[src/rtl/sensor_pkg.sv]
// Shared types and defaults for the sensor clock generator.
// Half-period defaults assume a 1 GHz system clock.
package sensor_pkg;

    typedef enum logic [1:0] {
        IDLE = 2'd0,
        HIGH = 2'd1,
        LOW  = 2'd2
    } state_t;

    // Output-frequency scaling selections of the sensor.
    typedef enum logic [1:0] {
        FS_MODE_0 = 2'd0,
        FS_MODE_1 = 2'd1,
        FS_MODE_2 = 2'd2,
        FS_MODE_3 = 2'd3
    } fs_mode_t;

    localparam int DIV_W_DEF = 16;
    localparam int HALF0_DEF = 5000;
    localparam int HALF1_DEF = 1250;
    localparam int HALF2_DEF = 500;
    localparam int HALF3_DEF = 147;

endpackage

[src/rtl/div_counter.sv]
// Half-period counter with clear and terminal-count compare.
// half_act is never 0, so the compare never underflows.
module div_counter #(
    parameter int DIV_W = 16
) (
    input  logic             clk,
    input  logic             rst_n,
    input  logic             clr,
    input  logic [DIV_W-1:0] half_act,
    output logic             tc
);

    logic [DIV_W-1:0] cnt;

    assign tc = (cnt == half_act - DIV_W'(1));

    always_ff @(posedge clk or negedge rst_n) begin
        if (!rst_n) begin
            cnt <= '0;
        end else if (clr) begin
            cnt <= '0;
        end else begin
            cnt <= cnt + DIV_W'(1);
        end
    end

endmodule

[src/rtl/clk_divider_mode.sv]
// Sensor output-frequency clock divider with four modes.
// Mode and enable changes only act on period boundaries.
module clk_divider_mode
    import sensor_pkg::*;
#(
    parameter int DIV_W = DIV_W_DEF,
    parameter int HALF0 = HALF0_DEF,
    parameter int HALF1 = HALF1_DEF,
    parameter int HALF2 = HALF2_DEF,
    parameter int HALF3 = HALF3_DEF
) (
    input  logic       clk,
    input  logic       rst_n,
    input  logic       en_i,
    input  logic [1:0] mode_i,
    output logic       clk_out,
    output logic       tick_o,
    output logic [1:0] mode_o,
    output logic       busy_o
);

    if (HALF0 >= (1 << DIV_W) || HALF1 >= (1 << DIV_W) ||
        HALF2 >= (1 << DIV_W) || HALF3 >= (1 << DIV_W)) begin : g_bad_half
        $error("clk_divider_mode: HALFn does not fit in DIV_W bits");
    end

    // A zero half-period would never reach terminal count; run it as 1.
    localparam logic [DIV_W-1:0] H0 = (HALF0 == 0) ? DIV_W'(1) : DIV_W'(HALF0);
    localparam logic [DIV_W-1:0] H1 = (HALF1 == 0) ? DIV_W'(1) : DIV_W'(HALF1);
    localparam logic [DIV_W-1:0] H2 = (HALF2 == 0) ? DIV_W'(1) : DIV_W'(HALF2);
    localparam logic [DIV_W-1:0] H3 = (HALF3 == 0) ? DIV_W'(1) : DIV_W'(HALF3);

    state_t           state;
    logic [DIV_W-1:0] half_act;
    logic [DIV_W-1:0] half_sel;
    logic             tc;
    logic             cnt_clr;

    always_comb begin
        half_sel = H0;
        unique case (fs_mode_t'(mode_i))
            FS_MODE_0: half_sel = H0;
            FS_MODE_1: half_sel = H1;
            FS_MODE_2: half_sel = H2;
            FS_MODE_3: half_sel = H3;
        endcase
    end

    assign cnt_clr = (state == IDLE) || tc;

    div_counter #(
        .DIV_W    (DIV_W)
    ) u_cnt (
        .clk      (clk),
        .rst_n    (rst_n),
        .clr      (cnt_clr),
        .half_act (half_act),
        .tc       (tc)
    );

    always_ff @(posedge clk or negedge rst_n) begin
        if (!rst_n) begin
            state    <= IDLE;
            clk_out  <= 1'b0;
            tick_o   <= 1'b0;
            mode_o   <= 2'd0;
            busy_o   <= 1'b0;
            half_act <= DIV_W'(1);
        end else begin
            tick_o <= 1'b0;
            unique case (state)
                IDLE: begin
                    if (en_i) begin
                        state    <= HIGH;
                        clk_out  <= 1'b1;
                        tick_o   <= 1'b1;
                        busy_o   <= 1'b1;
                        mode_o   <= mode_i;
                        half_act <= half_sel;
                    end
                end
                HIGH: begin
                    if (tc) begin
                        state   <= LOW;
                        clk_out <= 1'b0;
                    end
                end
                LOW: begin
                    if (tc && en_i) begin
                        state    <= HIGH;
                        clk_out  <= 1'b1;
                        tick_o   <= 1'b1;
                        mode_o   <= mode_i;
                        half_act <= half_sel;
                    end else if (tc) begin
                        state  <= IDLE;
                        busy_o <= 1'b0;
                    end
                end
                default: begin
                    state   <= IDLE;
                    clk_out <= 1'b0;
                    busy_o  <= 1'b0;
                end
            endcase
        end
    end

endmodule

[config.mk]
export PLATFORM = sky130hd
export DESIGN_NAME = clk_divider_mode
export DESIGN_NICKNAME = d
export VERILOG_FILES = /design/src/rtl/sensor_pkg.sv /design/src/rtl/div_counter.sv /design/src/rtl/clk_divider_mode.sv
export SDC_FILE = /design/constraint.sdc
export NUM_CORES = 1
export LEC_CHECK = 0
export ABC_AREA = 1
export CORE_MARGIN = 1
export CORE_UTILIZATION = 50
export CTS_CLUSTER_DIAMETER = 100
export DETAILED_ROUTE_END_ITERATION = 10
export PLACE_DENSITY = 0.81
export SYNTH_ARGS = -nofsm -noshare
export SYNTH_HDL_FRONTEND = slang
export SYNTH_SLANG_ARGS = --single-unit
[constraint.sdc]
create_clock -name clk -period 2.2 [get_ports clk]
set_clock_uncertainty 0.05 [all_clocks]
set_input_delay 0.22 -clock clk [delete_from_list [all_inputs] [get_ports clk]]
set_output_delay 0.22 -clock clk [all_outputs]
set_load 0.01 [all_outputs]
Word level (Yosys, flattened, before mapping)
Cells that the tools add are included.

storage, ports and cells
  flip-flop bits (word level) = 39
  output and inout bits = 5
  logic and storage cells = 53

cells by class
  bitwise operators = 1
  muxes and demuxes = 22
  equality and inequality tests = 12
  $add $sub $neg = 2
  reduce and logical (&&, ||, !) cells = 9

operator list
  operator               count
  $pmux 16 s4            1
  $mux 16                3
  $pmux 16 s2            1
  $add 16x1->16 const B  1
  $eq 16x16->1           1
  $sub 16x1->16 const B  1
  $mux 2                 6
  $ne 2x2->1 const B     5
  $reduce_and 3->1       3
  $eq 2x2->1 const B     3
  $mux 1                 6
  $pmux 1 s3             2
  $pmux 2 s3             1
  $eq 2x1->1 const B     2
  $logic_not 2->1        2
  $pmux 2 s2             1
  $reduce_and 4->1       1
  $ne 3x3->1 const B     1
  $pmux 1 s2             1
  $reduce_bool 2->1      1
  $logic_and 1x1->1      1
  $logic_or 1x1->1       1
  $not 1->1              1

Logic depth before layout (Yosys ltp)
Gate-level depths: netlist of run 1.

  depth in word-level cells = 5
  gate-level depth with buffers = 15
  depth with buffers taken out = 14

Hierarchy
Synthesis of run 1 repeated with hierarchy kept, for this count alone.

second synthesis, totals
  cells, all modules = 297
  area total of the unflattened synthesis = 2102.0 µm²

by module, submodules not included
  module            cells each  instances  area an instance (µm²)
  div_counter       221         1          1391.3
  clk_divider_mode  76          1          710.7

Worst setup path after synthesis of run 1
No wires, ideal clock.

  kind = flip-flop to flip-flop
  start = register half_act[0]
  end = register half_act[9]
  stages on the path, launching flop included = 15
  setup slack = -0.010 ns
  clock period less this slack = 2.210 ns
  buffers on the path = 1
  arrival time = 2.043 ns
  setup time = 0.117 ns
  cells stage by stage = dfstp_2 inv_1 ha_1 or2_2 nand3_1 nand3_1 nor2_1 nand3_1 nor2_1 nand3_2 nand2_2 nand2_2 buf_6 nand2_1 nand2_1

between the ends
  word-level cells in the longest chain between the ends = 5

RTL lines
  what                               RTL line                RTL
  start, declared                    clk_divider_mode.sv:34  logic [DIV_W-1:0] half_act;
  start signal, assigned             clk_divider_mode.sv:79  half_act <= half_sel;
  start signal, assigned             clk_divider_mode.sv:94  half_act <= half_sel;
  $sub 16x1->16                      div_counter.sv:15       assign tc = (cnt == half_act - DIV_W'(1));
  $eq 16x16->1                       div_counter.sv:15
  $logic_and 1x1->1                  clk_divider_mode.sv:89  if (tc && en_i) begin
  $ne 2x2->1 (no source line)        n/a
  $reduce_and 3->1 (no source line)  n/a

Every way passes these cells.
A chain may end at the register's enable or synchronous reset.

Worst setup path after layout of run 1
Ends and elaborated chain as after synthesis.

==> results of run 1 <==
## registers in the layout (all words and copies together), names as in the netlist
register and flops:
busy_o 1, clk_out 1, half_act 9, mode_o 2, state 2, tick_o 1, u_cnt.cnt 16
## worst max-delay path, cell delays in order (launching register included)
cell and delay, ps:
dfstp_2 540, inv_2 50, ha_4 150, buf_6 120
nand2_2 80, nand2_1 60, nand2_1 70, nand2_1 60
nor2_2 120, nand3_1 100, nor2_2 130, nand3_2 140
nand2_4 170, nand2_8 120, nand2_2 110, nand2_1 50
## cells by family after synthesis
kind of cell               Yosys count
DFF                                 32
adders and majority gates            6
and+or+nand+nor                    202
AOI/OAI and AO/OA                   15
xor gates and xnor gates            10
buffers and inverters               47
## metrics by stage
step           util, %  worst slack [ps]  hold slack (ps)  TNS [ps]  cell area, um2
6_report          64.8             -45.1              279      -207            2630
5_1_grt           64.8              -218              318     -2870            2630
4_1_cts           61.8              1.67              294         0            2510
3_5_place_dp      58.0             -55.1              416      -351            2350
3_3_place_gp      58.0              53.5              409         0            2350
2_1_floorplan        -              39.6             -126         0            2140
## worst max path at each step
stage,endpoint,slack (ps),cells after the start
finish,half_act[9]$_DFFE_PN0P_,-50,15
global route,half_act[9]$_DFFE_PN0P_,-220,13
CTS,mode_o[1]$_DFFE_PN0P_,2,13
detailed placement,half_act[8]$_DFFE_PN0P_,-60,13
global placement,mode_o[0]$_DFFE_PN0P_,50,13
floorplan,half_act[9]$_DFFE_PN0P_,40,14
## metal layers
metal / part of all wire, % / routed length [um] / vias up / track usage, %
li1: - / - / 1037 / -
met1: 44 / 2210 / 949 / 30.5
met2: 49 / 2490 / 66 / 39.0
met3: 5.3 / 265 / 10 / 5.24
met4: 1.3 / 63 / 0 / 7.98
met5: 0 / 0 / - / 0
## final cells by class
cell class	instances	area [um2]
Fill cell	335	1430
Multi-Input combinational cell	234	1300
Clock buffer	6	72.6
Inverter	41	154
Sequential cell	32	803
Tap cell	50	62.6
Timing Repair Buffer	23	219
Clock inverter	2	16.3
## repair_timing
action | in CTS | in global routing
buffers inserted | 0 | 2
gates resized for setup | 14 | 30
endpoints found under the setup margin | 10 | 31
hold buffers | 0 | 0
pin swaps | 4 | 14
gates cloned | 2 | 0
## placed cells by master, fill, tap and decap left out, drive strengths merged
| cell | instances |
|---|---|
| clkinvlp | 1 |
| o21ai | 7 |
| or2 | 3 |
| nor2 | 42 |
| a21oi | 5 |
| nand4 | 5 |
| clkbuf | 6 |
| a21boi | 1 |
| buf | 14 |
| clkinv | 1 |
| nand2 | 98 |
| dfrtp | 31 |
| nand3 | 41 |
| inv | 41 |
| a21o | 1 |
| nand3b | 1 |
| xnor2 | 4 |
| a31oi | 1 |
| dfstp | 1 |
| clkdlybuf4s50 | 9 |
| ha | 6 |
| xor2 | 6 |
| nor4 | 1 |
| nor3 | 12 |
## power by group through the flow
stage | logic (mW) | clock network [mW] | registers, mW
floorplan | 0.00924 | 0 | 0.600
global placement | 0.0320 | 0 | 0.599
detailed placement | 0.0331 | 0 | 0.599
CTS | 0.0329 | 0.459 | 0.588
global route | 0.0371 | 0.483 | 0.588
finish | 0.0328 | 0.457 | 0.588
==> results by group, run 1 <==
Critical path
  • CP Class: register to register
  • Crit path required time: about 2300 ps
  • CP arrival: around 2400 ps
  • Crit end category: register
  • FF-to-FF setup slack: -50 ps
  • Crit path max fanout: 7
  • Type of origin of the critical path: register
  • R2r startpoint: half_act[0]$_DFFE_PN1P_
  • Worst Setup SP: half_act[0]$_DFFE_PN1P_
  • Critical R2R Capture: half_act[9]$_DFFE_PN0P_
  • Worst r2r path cells: 15

Route
  • Routed WL per cell: roughly 13 um
  • Vias/cell: ~5.3
  • DRT antenna net count: 0
  • Vias: 2062
  • DR iter-0 viols: roughly 130
  • DRC: 0
  • TritonRoute pass-1 iters: 4
  • Final wirelength: 5.03 mm

Logic synthesis
  • Post-synthesis cell count: roughly 310
  • Mapped cell area: between 2000 and 2500 um2
  • Largest family of logic cells by synthesized area: simple AND/OR/NAND/NOR gates
  • Top cell type's share of synthesized area: between 30% and 40%
  • Adder-Cell Fraction of Synth Area: ~3.5%
  • Most instantiated cells after synthesis: 92 x nand2_1, 39 x inv_1, 39 x nand3_1
  • Most frequent cell after synthesis: nand2_1
  • Syn_nets: 323
  • Post-synthesis simple-gate area fraction: 42.2%
  • Most used DFF post-synth: dfrtp_1
  • Netlist cell types: 28
  • Xor-xnor portion of the synthesized cell area: between 4 and 5%
  • Register area share after synthesis: ~37%
  • Mean Syn Cell Area: 6.86 um2
  • Yosys warns: 0
  • Mux share of post-synthesis cell area: 0%
  • Seq cells post-synth: 32
  • Number of synthesized flops with an enable pin: 0
  • Async set-reset flop share out of synthesis: between 90% and 100%
  • Top post-synthesis cells by area: dfrtp_1 36%, nand2_1 16%, nand3_1 9.1%
  • Compound-cell area share of the yosys netlist: about 3.8%
  • Area leader, netlist: dfrtp_1

Placed design
  • GP Congestion: just over 0.9
  • Dpl cells: 376
  • PortBufs: 9
  • Final HPWL DP: about 3.4 mm

Clock tree
  • H-tree depth: 2
  • Clock Tree Root: clkbuf_8
  • Worst-path clk slew: 70 ps
  • TritonCTS buffer count: 5
  • CTS Sinks: 32
  • Clock tree buffer depth: 2
  • CTS tree: built
  • Clk_lat worst skew: 280 ps

Floorplan
  • Initial Utilization: a little over half
  • Die Footprint: between 4000 and 5000 um2
  • Site Rows: 23
  • I/O Pins: 10
  • Die H: a little under 70 um
  • CORE AREA: 4060 um2
  • Die Wd: around 67 um

Final layout
  • Post-Layout Cell Count: between 300 and 400
  • Diodes inserted: 0
  • Layout cell share with drive strength beyond 1: about a fifth
  • # nets final: around 350
  • Area grow syn2layout: 22.9%

Power
  • Clock share of power: a little over two fifths
  • Sequential Power Share: approximately 55%
  • Overall power: around 1.1 mW
  • Psw: ~250 uW
  • PwrDens: 410 nW/um2
  • P_leak: around 1.4 nW
  • P_int: 825 uW
  • Combinational cell fraction of total power: about 3.0%
  • Sw Share: roughly a quarter
  • Peak supply drop: ~0.41 mV

Run
  • Max Cap Violations: 0

Hold path
  • Min-Delay Path Class: primary input to async pin

STA
  • Setup violators final: 7
  • Min Tclk post-route: 2250 ps
  • Slew Limit Fails: 0
  • Final period util: 102%
  • Worst setup margin: -45.1 ps
  • Hold Fails Final Rpt: 0
  • Fmax: 445 MHz
  • RSZ-0062 raised after global routing: true
  • Pin slew with the least headroom to its limit: 843 ps
  • Max-slew headroom: between 40% and 50%

GRT
  • Vias in the first global route: 1828
  • Largest net degree at the start of global routing: 33
  • First-pass GRT wire length: about 8 mm
  • Gr ovfl total: 0
  • Initial antenna violation count: 0
  • GRT Overall Usage: around a quarter

Run status
  • Failing checks: setup timing
  • Outcome: complete, but fails checks
Note: power is estimated with default switching activity, not from simulation.
==> run 2: changes to the inputs <==
--- a/config.mk
+++ b/config.mk
@@ -7,10 +7,11 @@
 export LEC_CHECK = 0
 export ABC_AREA = 1
 export CORE_MARGIN = 1
-export CORE_UTILIZATION = 50
+export CORE_UTILIZATION = 54
 export CTS_CLUSTER_DIAMETER = 100
 export DETAILED_ROUTE_END_ITERATION = 10
-export PLACE_DENSITY = 0.81
+export PLACE_DENSITY = 0.85
+export SETUP_SLACK_MARGIN = 0.4
 export SYNTH_ARGS = -nofsm -noshare
 export SYNTH_HDL_FRONTEND = slang
 export SYNTH_SLANG_ARGS = --single-unit
==> results by group, run 2 (synthesis results as in run 1) <==
STA
  • Pin slew with the least headroom to its limit: 735 ps (-108 ps)
  • Final period util: 104% (+1.7 points)
  • Final hold slack: 277 ps (-2.64 ps)
  • Setup violators final: 12 (+5)
  • Slew Limit Fails: 0 (unchanged)
  • Min Tclk post-route: 2280 ps (+38.2 ps)
  • Hold Fails Final Rpt: 0 (unchanged)
  • RSZ-0062 raised after global routing: true
  • Fmax: 438 MHz (-1.7%)
  • Fin Setup TNS: -460 ps (-253 ps)
  • Worst setup margin: -83.3 ps (-38.2 ps)
  • Max-slew headroom: 50.8% (+7.2 points)

Final layout
  • Most frequent cells in the layout: 80 x nand2_1, 37 x inv_1, 34 x nand3_1, 32 x nor2_1, 30 x dfrtp_1
  • Most flops, register: u_cnt.cnt
  • # nets final: 351 (+0.86%)
  • Largest register FFs: 16 (unchanged)
  • Area grow syn2layout: 25.4%
  • Cell area after layout: 2680 um2 (+2.0%)
  • Commonest non-fill, non-tap cell in the layout: nand2_1
  • Diodes inserted: 0 (unchanged)
  • Top flop regs: u_cnt.cnt x16, half_act x9
  • Layout cell share with drive strength beyond 1: 21.4% (+1.3 points)
  • Final Util: 71.7% (+6.8 points)
  • Post-Layout Cell Count: 389 (+0.26%)

Critical path
  • Cell Chain, Critical Path: inv_2 > ha_4 > or2_4 > nand3_4 > nand3_2 > nor2_2 > nand3_2 > nor2_4 > nand3_4 > nand2_8 > nand2_8 > nand2_2 > nand2_1
  • Type of origin of the critical path: register
  • Crit path required time: 2330 ps (about the same)
  • CP Class: register to register
  • CP arrival: 2410 ps (+40 ps)
  • Slowest-stage cell, CP: dfstp_2
  • Largest stage delay, worst path: 540 ps (about the same)
  • Crit path max fanout: 7 (unchanged)
  • Crit end category: register

Clock tree
  • CTS Sinks: 32 (unchanged)
  • TritonCTS buffer count: 5 (unchanged)
  • Clock tree buffer depth: 2 (unchanged)
  • Worst-path clk slew: 80 ps (about the same)
  • Clock Tree Root: clkbuf_8
  • CTS tree: built
  • Clk_lat worst skew: 300 ps (+20 ps)
  • H-tree depth: 2 (unchanged)

Floorplan
  • CORE AREA: 3740 um2 (-7.7%)
  • Die H: 65.0 um (-3.7%)
  • Initial Utilization: 57.2% (+4.4 points)
  • I/O Pins: 10 (unchanged)
  • Die Footprint: 4220 um2 (-7.2%)
  • Site Rows: 22 (-4.3%)
  • Die Wd: 65.0 um (-3.7%)

GRT
  • Vias in the first global route: 2036 (+11%)
  • Initial antenna violation count: 0 (unchanged)
  • First-pass GRT wire length: 8.87 mm (+11%)
  • Largest net degree at the start of global routing: 33 (unchanged)
  • GRT Overall Usage: 27.5% (+3.8 points)
  • Gr ovfl total: 0 (unchanged)

Route
  • Vias: 2220 (+7.7%)
  • Routed WL per cell: 15.9 um (+23%)
  • Vias/cell: 5.71 (+7.4%)
  • DR iter-0 viols: 233 (+77%)
  • TritonRoute pass-1 iters: 4 (unchanged)
  • Final wirelength: 6.18 mm (+23%)
  • DRC: 0 (unchanged)
  • DRT antenna net count: 0 (unchanged)

Placed design
  • GP Congestion: 0.935 (about the same)
  • Dpl cells: 371 (-1.3%)
  • DP Area: 2350 um2 (-0.32%)
  • Final HPWL DP: 3.47 mm (+2.0%)
  • PortBufs: 9 (unchanged)

Hold path
  • Min-Delay Path Class: primary input to async pin

Run status
  • Failing checks: setup timing
  • Outcome: complete, but fails checks

Power
  • PwrDens: 409 nW/um2 (-0.16%)
  • P_leak: 1.37 nW (+1.0%)
  • Peak supply drop: 0.449 mV (+10%)

Run
  • Max Cap Violations: 0 (unchanged)
run 2: repair_timing:
action                     in CTS  in global routing
buffers inserted                5                  3
hold endpoints to repair        0                  0
pin swaps                       7                 14
setup endpoints to repair      32                 32
hold buffers                    0                  0
cloned                          2                  0
gates resized for setup         9                 35
run 2: through the flow:
stage               setup slack [ps]  total power [mW]
CTS                             69.7              1.09
finish                         -83.3              1.10
global route                    -224              1.12
global placement                37.7             0.631
detailed placement             -32.6             0.633
floorplan                        163             0.609
run 2: layout make-up:
| cell class | instances | area, um2 |
|---|---|---|
| Fill cell | 274 | 1060 |
| Multi-Input combinational cell | 234 | 1330 |
| Sequential cell | 32 | 803 |
| Clock buffer | 5 | 68.8 |
| Tap cell | 48 | 60.1 |
| Inverter | 41 | 154 |
| Clock inverter | 3 | 23.8 |
| Timing Repair Buffer | 26 | 249 |
run 2: power breakdown:
group / total, mW / switching [mW] / leakage [nW] / internal (mW)
logic: 0.0345 / 0.0216 / 0.914 / 0.0128
clock network: 0.475 / 0.252 / 0.0404 / 0.224
registers: 0.588 / 0 / 0.417 / 0.588
run 2: per-layer routing:
layer  share of wire [%]  vias to the layer above  GRT usage [%]
li1                    -                     1048              -
met1                  40                     1040           34.0
met2                  50                      113           46.5
met3                 7.0                       19           6.34
met4                 2.8                        0           10.0
met5                   0                        -              0
run 2: worst max-delay path, delay by kind of cell (launching register included):
| family | cells | cell delay [ps] |
|---|---|---|
| and+or+nand+nor | 11 | 1350 |
| DFF | 1 | 540 |
| adders and majority gates | 1 | 170 |
| buffers and inverters | 1 | 50 |
run 2: worst paths after layout:
| check | start | endpoint | slack (ps) | cells past startpoint |
|---|---|---|---|---|
| setup / recovery | half_act[0]$_DFFE_PN1P_ | half_act[2]$_DFFE_PN0P_ | -80 | 13 |
| hold / removal | rst_n | half_act[8]$_DFFE_PN0P_ | 280 | 2 |
| setup reg to reg | half_act[0]$_DFFE_PN1P_ | half_act[2]$_DFFE_PN0P_ | -80 | 13 |
| hold reg to reg | mode_o[1]$_DFFE_PN0P_ | mode_o[1]$_DFFE_PN0P_ | 440 | 2 |
| max in group asynchronous | rst_n | half_act[0]$_DFFE_PN1P_ | 1490 | 2 |
| min in group clk | mode_o[1]$_DFFE_PN0P_ | mode_o[1]$_DFFE_PN0P_ | 440 | 2 |
